`src/rtl/sbinit_sequencer.sv`:
```
// SBINIT sideband sequencer: out_of_reset resend loop, then done_req/done_resp exchange.
// Define SBINIT_TIMEOUT_EN to enable the fatal timeout counter and the ERROR state.
package SB_codex_pkg;
  typedef enum logic [1:0] {
    CODEX_ERROR,
    SB_OOR,
    SB_DONE_REQ,
    SB_DONE_RESP
  } sb_msg_e;

  function automatic logic [15:0] encode_SB_msg(input sb_msg_e m);
    logic [15:0] r;
    r = 16'h0000;
    unique case (m)
      SB_OOR:       r = 16'h9100;
      SB_DONE_REQ:  r = 16'h9501;
      SB_DONE_RESP: r = 16'h9A01;
      default:      r = 16'h0000;
    endcase
    return r;
  endfunction

  function automatic sb_msg_e decode_SB_msg(
    input logic [7:0] code,
    input logic [7:0] sub
  );
    sb_msg_e m;
    m = CODEX_ERROR;
    unique case (1'b1)
      ({code, sub} == 16'h9100): m = SB_OOR;
      ({code, sub} == 16'h9501): m = SB_DONE_REQ;
      ({code, sub} == 16'h9A01): m = SB_DONE_RESP;
      default:                   m = CODEX_ERROR;
    endcase
    return m;
  endfunction
endpackage

module sbinit_sequencer
  import SB_codex_pkg::*;
#(
  parameter int unsigned RESEND_INTERVAL = 64,
  parameter int unsigned TIMEOUT_CYCLES  = 4096
) (
  input  logic       clk,
  input  logic       rst,
  input  logic       start,
  output logic       tx_valid,
  input  logic       tx_ready,
  output logic [7:0] tx_msg_code,
  output logic [7:0] tx_msg_subcode,
  input  logic       rx_valid,
  input  logic [7:0] rx_msg_code,
  input  logic [7:0] rx_msg_subcode,
  output logic       sbinit_done,
  output logic       sbinit_error,
  output logic [2:0] state_o
);

  typedef enum logic [2:0] {
    IDLE      = 3'd0,
    SEND_OOR  = 3'd1,
    DONE_XCHG = 3'd2,
    DONE      = 3'd3,
    ERROR     = 3'd4
  } state_e;

  localparam int GAP_W =
    (RESEND_INTERVAL > 1) ? $clog2(RESEND_INTERVAL) : 1;
  localparam logic [GAP_W-1:0] GAP_MAX =
    GAP_W'(RESEND_INTERVAL - 1);

  if (RESEND_INTERVAL < 1 || TIMEOUT_CYCLES < 2) begin : g_bad_param
    $error("sbinit_sequencer: illegal parameter value");
  end

  state_e           state_q, state_d;
  logic             tx_valid_q, tx_valid_d;
  logic [7:0]       code_q, code_d;
  logic [7:0]       sub_q, sub_d;
  logic             done_q, done_d;
  logic             oor_seen_q, oor_seen_d;
  logic             rx_req_seen_q, rx_req_seen_d;
  logic             rx_resp_seen_q, rx_resp_seen_d;
  logic             resp_pend_q, resp_pend_d;
  logic             req_sent_q, req_sent_d;
  logic             resp_sent_q, resp_sent_d;
  logic [GAP_W-1:0] gap_q, gap_d;
  sb_msg_e          rx_msg;
  logic             xfer;
`ifdef SBINIT_TIMEOUT_EN
  logic [15:0]      to_cnt_q, to_cnt_d;
  logic             err_q, err_d;
`endif

  always_comb begin
    state_d        = state_q;
    tx_valid_d     = tx_valid_q;
    code_d         = code_q;
    sub_d          = sub_q;
    done_d         = done_q;
    oor_seen_d     = oor_seen_q;
    rx_req_seen_d  = rx_req_seen_q;
    rx_resp_seen_d = rx_resp_seen_q;
    resp_pend_d    = resp_pend_q;
    req_sent_d     = req_sent_q;
    resp_sent_d    = resp_sent_q;
    gap_d          = gap_q;
    rx_msg = rx_valid ? decode_SB_msg(rx_msg_code, rx_msg_subcode)
                      : CODEX_ERROR;
    xfer   = tx_valid_q & tx_ready;

    unique case (state_q)
      IDLE: begin
        if (start) begin
          state_d        = SEND_OOR;
          oor_seen_d     = 1'b0;
          rx_req_seen_d  = 1'b0;
          rx_resp_seen_d = 1'b0;
          resp_pend_d    = 1'b0;
          req_sent_d     = 1'b0;
          resp_sent_d    = 1'b0;
          gap_d          = '0;
          tx_valid_d     = 1'b1;
          {code_d, sub_d} = encode_SB_msg(SB_OOR);
        end
      end
      SEND_OOR: begin
        if (rx_msg == SB_OOR) oor_seen_d = 1'b1;
        if (rx_msg == SB_DONE_REQ) begin
          oor_seen_d    = 1'b1;
          rx_req_seen_d = 1'b1;
        end
        // Leave only with no offer outstanding, so the handshake is never broken
        if (oor_seen_q && (!tx_valid_q || xfer)) begin
          state_d    = DONE_XCHG;
          tx_valid_d = 1'b0;
        end else if (xfer) begin
          tx_valid_d = 1'b0;
          gap_d      = '0;
        end else if (!tx_valid_q) begin
          if (gap_q == GAP_MAX) begin
            tx_valid_d = 1'b1;
            {code_d, sub_d} = encode_SB_msg(SB_OOR);
          end else begin
            gap_d = gap_q + GAP_W'(1);
          end
        end
      end
      DONE_XCHG: begin
        if (req_sent_q && rx_resp_seen_q && resp_sent_q && !tx_valid_q) begin
          state_d = DONE;
          done_d  = 1'b1;
        end else if (xfer) begin
          tx_valid_d = 1'b0;
          if ({code_q, sub_q} == encode_SB_msg(SB_DONE_RESP)) begin
            resp_pend_d = 1'b0;
            resp_sent_d = 1'b1;
          end else begin
            req_sent_d = 1'b1;
          end
        end else if (!tx_valid_q) begin
          if (resp_pend_q) begin
            tx_valid_d = 1'b1;
            {code_d, sub_d} = encode_SB_msg(SB_DONE_RESP);
          end else if (!req_sent_q) begin
            tx_valid_d = 1'b1;
            {code_d, sub_d} = encode_SB_msg(SB_DONE_REQ);
          end
        end
        // A request landing with a resp acceptance re-arms the pending resp
        if (rx_msg == SB_DONE_REQ) begin
          rx_req_seen_d = 1'b1;
          resp_pend_d   = 1'b1;
        end
        if (rx_msg == SB_DONE_RESP) rx_resp_seen_d = 1'b1;
      end
      DONE, ERROR: ;
      default: ;
    endcase

`ifdef SBINIT_TIMEOUT_EN
    to_cnt_d = to_cnt_q;
    err_d    = err_q;
    if (state_q == IDLE && start) begin
      to_cnt_d = '0;
    end else if (state_q == SEND_OOR || state_q == DONE_XCHG) begin
      to_cnt_d = to_cnt_q + 16'd1;
      if (state_d != DONE && to_cnt_q == 16'(TIMEOUT_CYCLES - 1)) begin
        state_d    = ERROR;
        tx_valid_d = 1'b0;
        err_d      = 1'b1;
      end
    end
`endif
  end

  always_ff @(posedge clk) begin
    if (rst) begin
      state_q        <= IDLE;
      tx_valid_q     <= 1'b0;
      code_q         <= 8'h00;
      sub_q          <= 8'h00;
      done_q         <= 1'b0;
      oor_seen_q     <= 1'b0;
      rx_req_seen_q  <= 1'b0;
      rx_resp_seen_q <= 1'b0;
      resp_pend_q    <= 1'b0;
      req_sent_q     <= 1'b0;
      resp_sent_q    <= 1'b0;
      gap_q          <= '0;
`ifdef SBINIT_TIMEOUT_EN
      to_cnt_q       <= '0;
      err_q          <= 1'b0;
`endif
    end else begin
      state_q        <= state_d;
      tx_valid_q     <= tx_valid_d;
      code_q         <= code_d;
      sub_q          <= sub_d;
      done_q         <= done_d;
      oor_seen_q     <= oor_seen_d;
      rx_req_seen_q  <= rx_req_seen_d;
      rx_resp_seen_q <= rx_resp_seen_d;
      resp_pend_q    <= resp_pend_d;
      req_sent_q     <= req_sent_d;
      resp_sent_q    <= resp_sent_d;
      gap_q          <= gap_d;
`ifdef SBINIT_TIMEOUT_EN
      to_cnt_q       <= to_cnt_d;
      err_q          <= err_d;
`endif
    end
  end

  assign tx_valid       = tx_valid_q;
  assign tx_msg_code    = code_q;
  assign tx_msg_subcode = sub_q;
  assign sbinit_done    = done_q;
  assign state_o        = state_q;
`ifdef SBINIT_TIMEOUT_EN
  assign sbinit_error   = err_q;
`else
  assign sbinit_error   = 1'b0;
`endif

endmodule

```
`config.mk`:
```
export PLATFORM = sky130hd
export DESIGN_NAME = sbinit_sequencer
export DESIGN_NICKNAME = d
export VERILOG_FILES = /design/src/rtl/sbinit_sequencer.sv
export SDC_FILE = /design/constraint.sdc
export NUM_CORES = 1
export LEC_CHECK = 0
export ABC_AREA = 1
export CAP_MARGIN = 20
export CORE_ASPECT_RATIO = 0.6
export CORE_MARGIN = 4
export CORE_UTILIZATION = 45
export DETAILED_ROUTE_END_ITERATION = 6
export GPL_ROUTABILITY_DRIVEN = 0
export PLACE_DENSITY = 0.84
export REMOVE_ABC_BUFFERS = 1
export SLEW_MARGIN = 0
export SYNTH_ARGS = -nofsm -noshare
export SYNTH_HDL_FRONTEND = slang
export SYNTH_SLANG_ARGS = --single-unit
```
`constraint.sdc`:
```
create_clock -name clk -period 4.6 [get_ports clk]
set_input_delay 1.15 -clock clk [delete_from_list [all_inputs] [get_ports clk]]
set_output_delay 1.15 -clock clk [all_outputs]
set_load 0.01 [all_outputs]
```
After elaboration in Yosys (flattened, before gate mapping). Cells that the tools add are included.

Add/sub/neg operators: 1. Eq/ne operators: 31. Muxes and demuxes: 64. Bitwise gates (word level): 1. Reduce and logical (&&, ||, !) cells: 20.

Operator list (count): $mux 8 (20); $eq 16x16->1 const B (4); $pmux 8 s3 (2); $mux 6 (5); $ne 2x2->1 const B (14); $mux 1 (24); $ne 3x3->1 const B (7); $reduce_and 5->1 (4); $pmux 6 s2 (1); $pmux 1 s2 (5); $reduce_and 10->1 (1); $mux 3 (3); $pmux 3 s3 (1); $reduce_and 3->1 (3); $add 6x1->6 const B (1); $eq 6x6->1 const B (1); $pmux 2 s3 (1); $eq 2x2->1 const B (2); $logic_and 1x1->1 (4); $reduce_and 4->1 (1); $reduce_bool 2->1 (2); $eq 3x1->1 const B (1); $eq 3x2->1 const B (1); $logic_not 3->1 (1); 8 further kinds (8).

Register bits: 32. Input port bits: 21. Output and inout bits: 22. Logic and storage cells: 128.

Logic depth before layout (Yosys ltp).
Depth after elaboration: 7. Depth in mapped cells: 11. Gate-level depth less buffers: 11.

Worst setup path before layout. Ideal clock, no wire load.

Path type: input -> register. Start: input rx_msg_subcode[3]. End: register resp_pend_q. Arrival time: 2111 ps. Data required time: 4481 ps. Setup slack: 2370 ps. Stages: 7. Path through: nor4b_1 -> nand3_1 -> nor2_1 -> ha_1 -> nand2_1 -> o21ai_0 -> a21oi_1.

Cells in the longest elaborated chain, start to end: 6.

RTL lines: start: declaration (line 54) `input logic [7:0] rx_msg_subcode,`; $eq 16x16->1, on equally long branches (line 32, 30, 31); $pmux 2 s3 (*) (line 29) `unique case (1'b1)`; $mux 2 (*) (line 109) `rx_msg = rx_valid ? decode_SB_msg(rx_msg_code, rx_msg_subcode)`; $eq 2x2->1 (*) (line 172) `if (rx_msg == SB_DONE_REQ) begin`; $ne 3x3->1 (no line) / $mux 1 (equally long branches); $reduce_and 5->1 (no line) / $pmux 1 s2 (equally long branches); end signal: assignment (line 225) `resp_pend_q <= resp_pend_d;`; end: declaration (line 85) `logic resp_pend_q, resp_pend_d;`.

Every way passes the cells marked *; elsewhere a longest branch is shown, timed or not. A chain may end at the register's enable or synchronous reset.

Worst setup path in the final report.
Start: input rx_msg_subcode[3]. End: register oor_seen_q.

Cells in the longest elaborated chain, start to end: 6.

RTL lines: $eq 16x16->1, on equally long branches (line 32, 30, 31); $pmux 2 s3 (*) (line 29); $mux 2 (*) (line 109); $eq 2x1->1 / $eq 2x2->1 (equally long branches) (line 129, 130); $ne 3x3->1 (no line) / $mux 1 (equally long branches); $reduce_and 3->1 (no line) / $pmux 1 s2 (equally long branches); end signal: assignment (line 222) `oor_seen_q <= oor_seen_d;`; end: declaration (line 82) `logic oor_seen_q, oor_seen_d;`.

Marks and branches as above.

==> results.tsv <==
metric	value	unit
run status	completed	
Placed Area	0.00165	mm2
number of global-route vias before repair	1177	
RSZ-0062 raised after global routing	false	
max frequency	389	MHz
DP HPWL	2.52	mm
antenna fix cells	0	
Clock Skews	0.00209	ns
PD cells	490	mW/mm2
class of the worst hold path	register to register	
row cnt	15	
die area	0.00399	mm2
CTS Hold Buffers Added	0	
P_int	0.497	mW
Pleak	0.726	nW
TritonCTS clock tree	built	
# Max-Cap Violations	0	
P_sw	0.346	mW
CP endpoint kind	register	
Synth Cell Area	0.00136	mm2
nets@finish	260	
global route total overflow	0	
first-pass GRT wire length	5.35	mm
Via Count	1300	
yosys warns	0	
Design Area, Final	0.00172	mm2
Mapped Cells	200	
Post-CTS Setup Inserts	0	
EDFF count, synth	0	
DRT Pass-1 Iters	4	
ys flop type	dfxtp_1	
sequential share of the synthesized area	0.295	
DR iter-0 viols	64	
setup violators final	0	
synthesized area per cell	6.79	um2
Synth Register Bits	20	
Worst EP required	4.77	ns
Placeable Area	0.00287	mm2
fin util	0.599	
CP max FO	2	
wire per inst	11.7	um
Post-route DRC	0	
initial antenna violation count	0	
num ports	43	
area delta synth->final	26.6	%
CTS buffer count	3	
# H-tree levels	1	
worst path arrival time	2.74	ns
post-cts resize count	0	
largest net degree at the start of global routing	13	
kind of critical path	input pin to register	
worst vdd ir	0.243	mV
setup TNS	0	ns
clk slew on worst S/H paths	0.08	ns
ys async rst share	0	
final worst-path cycle share	0.559	
Tot GR Track Use	0.170	
deepest clock path buffer count	2	
share of cells above drive strength 1	0.0739	
Final Hold Viols	0	
CTS sink cnt	20	
Die Height	50.5	um
CP startpoint kind	input pin	
sequential power share	0.296	
Gate power share	0.491	
post-route ant nets	0	
smallest hold slack	0.451	ns
count of different cell masters after synthesis	29	
Final min period	2.57	ns
final wirelength	3.18	mm
Starting Density	0.473	
clock power share	0.214	
vias per cell	4.78	
max-slew violations	0	
clock latency on the worst-skew pair	0.26	ns
number of port buffers	31	
switch share	0.411	
Root Buffer	clkbuf_8	
Die Width	78.9	um
placed cells by master (no fill, tap or decap), drive strengths merged:
cell type / count
ha: 8
nor3: 2
nand2: 42
nand3: 20
nor4b: 1
a221oi: 1
nor3b: 1
or2: 1
conb: 11
o21ai: 7
bufinv: 1
nand3b: 2
nor4: 1
clkdlybuf4s50: 31
o211ai: 1
nand4: 4
a21oi: 20
inv: 26
clkbuf: 3
and3b: 1
nor2: 26
dfxtp: 20
cells in the mapped netlist, types with 2 or more instances:
library cell   n  area, um2
a21oi_1       20        100
buf_4         14        105
dfxtp_1       20        400
ha_1           8        100
inv_1         24       90.1
inv_2          2       7.51
nand2_1       40        150
nand3_1       19       95.1
nand3b_1       2       15.0
nand4_1        4       25.0
nor2_1        21       78.8
nor2_2         2       12.5
nor2_4         3       33.8
o21ai_0        6       30.0
cells by family (layout without fill, tap and decap cells):
kind of cell	count (synthesis)	in the layout	share of synthesized area
flip-flops	20	20	0.295
AO/OA/AOI/OAI	29	29	0.114
AND/OR/NAND/NOR	101	101	0.361
other	1	11	0.00276
adder cells (fa/ha/maj)	8	8	0.0737
buffers and inverters	41	61	0.153
layer usage:
layer	vias up	GRT usage	share of wire
met4	0	0.0314	0.0053
li1	685	-	-
met2	39	0.268	0.43
met1	574	0.238	0.51
met3	2	0.0430	0.055
met5	-	0	0
through the flow:
| step | total power, mW | worst slack (ns) | cells |
|---|---|---|---|
| after floorplan | 0.519 | 2.37 | 195 |
| after global placement | 0.652 | 1.89 | 268 |
| after detailed placement | 0.660 | 1.77 | 268 |
| after CTS | 0.842 | 2.05 | 272 |
| after global routing | 0.916 | 1.90 | 272 |
| final | 0.843 | 2.03 | 272 |
registers in the layout (all words and copies together) (netlist names):
register,count
gap_q,6
oor_seen_q,1
req_sent_q,1
resp_pend_q,1
resp_sent_q,1
rx_resp_seen_q,1
sbinit_done,1
state_o,2
tx_msg_code,4
tx_msg_subcode,1
tx_valid,1
cell type report:
| type | instances | area (um2) |
|---|---|---|
| fillers | 260 | 1150 |
| multi-input cells | 149 | 787 |
| flip-flops and latches | 20 | 400 |
| repair buffers | 31 | 310 |
| inverters | 26 | 97.6 |
| well taps | 42 | 52.6 |
| clock buffers | 3 | 41.3 |
| clock inverters | 1 | 30.0 |
power groups by stage:
stage	clock network, mW	logic (mW)	registers [mW]
after global routing	0.192	0.470	0.255
after global placement	0	0.402	0.250
final	0.180	0.414	0.249
after detailed placement	0	0.408	0.252
after CTS	0.182	0.411	0.249
after floorplan	0	0.260	0.260
path summary, 6_finish.rpt:
| path | start | end | slack, ns | cells past startpoint |
|---|---|---|---|---|
| max | rx_msg_subcode[3] | oor_seen_q | 2.03 | 7 |
| min | sbinit_done | sbinit_done | 0.45 | 2 |
| max reg2reg | state_o[0] | tx_msg_code[0] | 2.81 | 10 |
| min reg2reg | sbinit_done | sbinit_done | 0.45 | 2 |
worst max-delay path, stage by stage:
cell and delay [ns]:
clkdlybuf4s50_1 0.40, nor4b_1 0.42, nand3_1 0.12, nor2_1 0.18, ha_1 0.16, nand2_1 0.05, a221oi_1 0.26
Note: power is estimated with default switching activity, not from simulation.
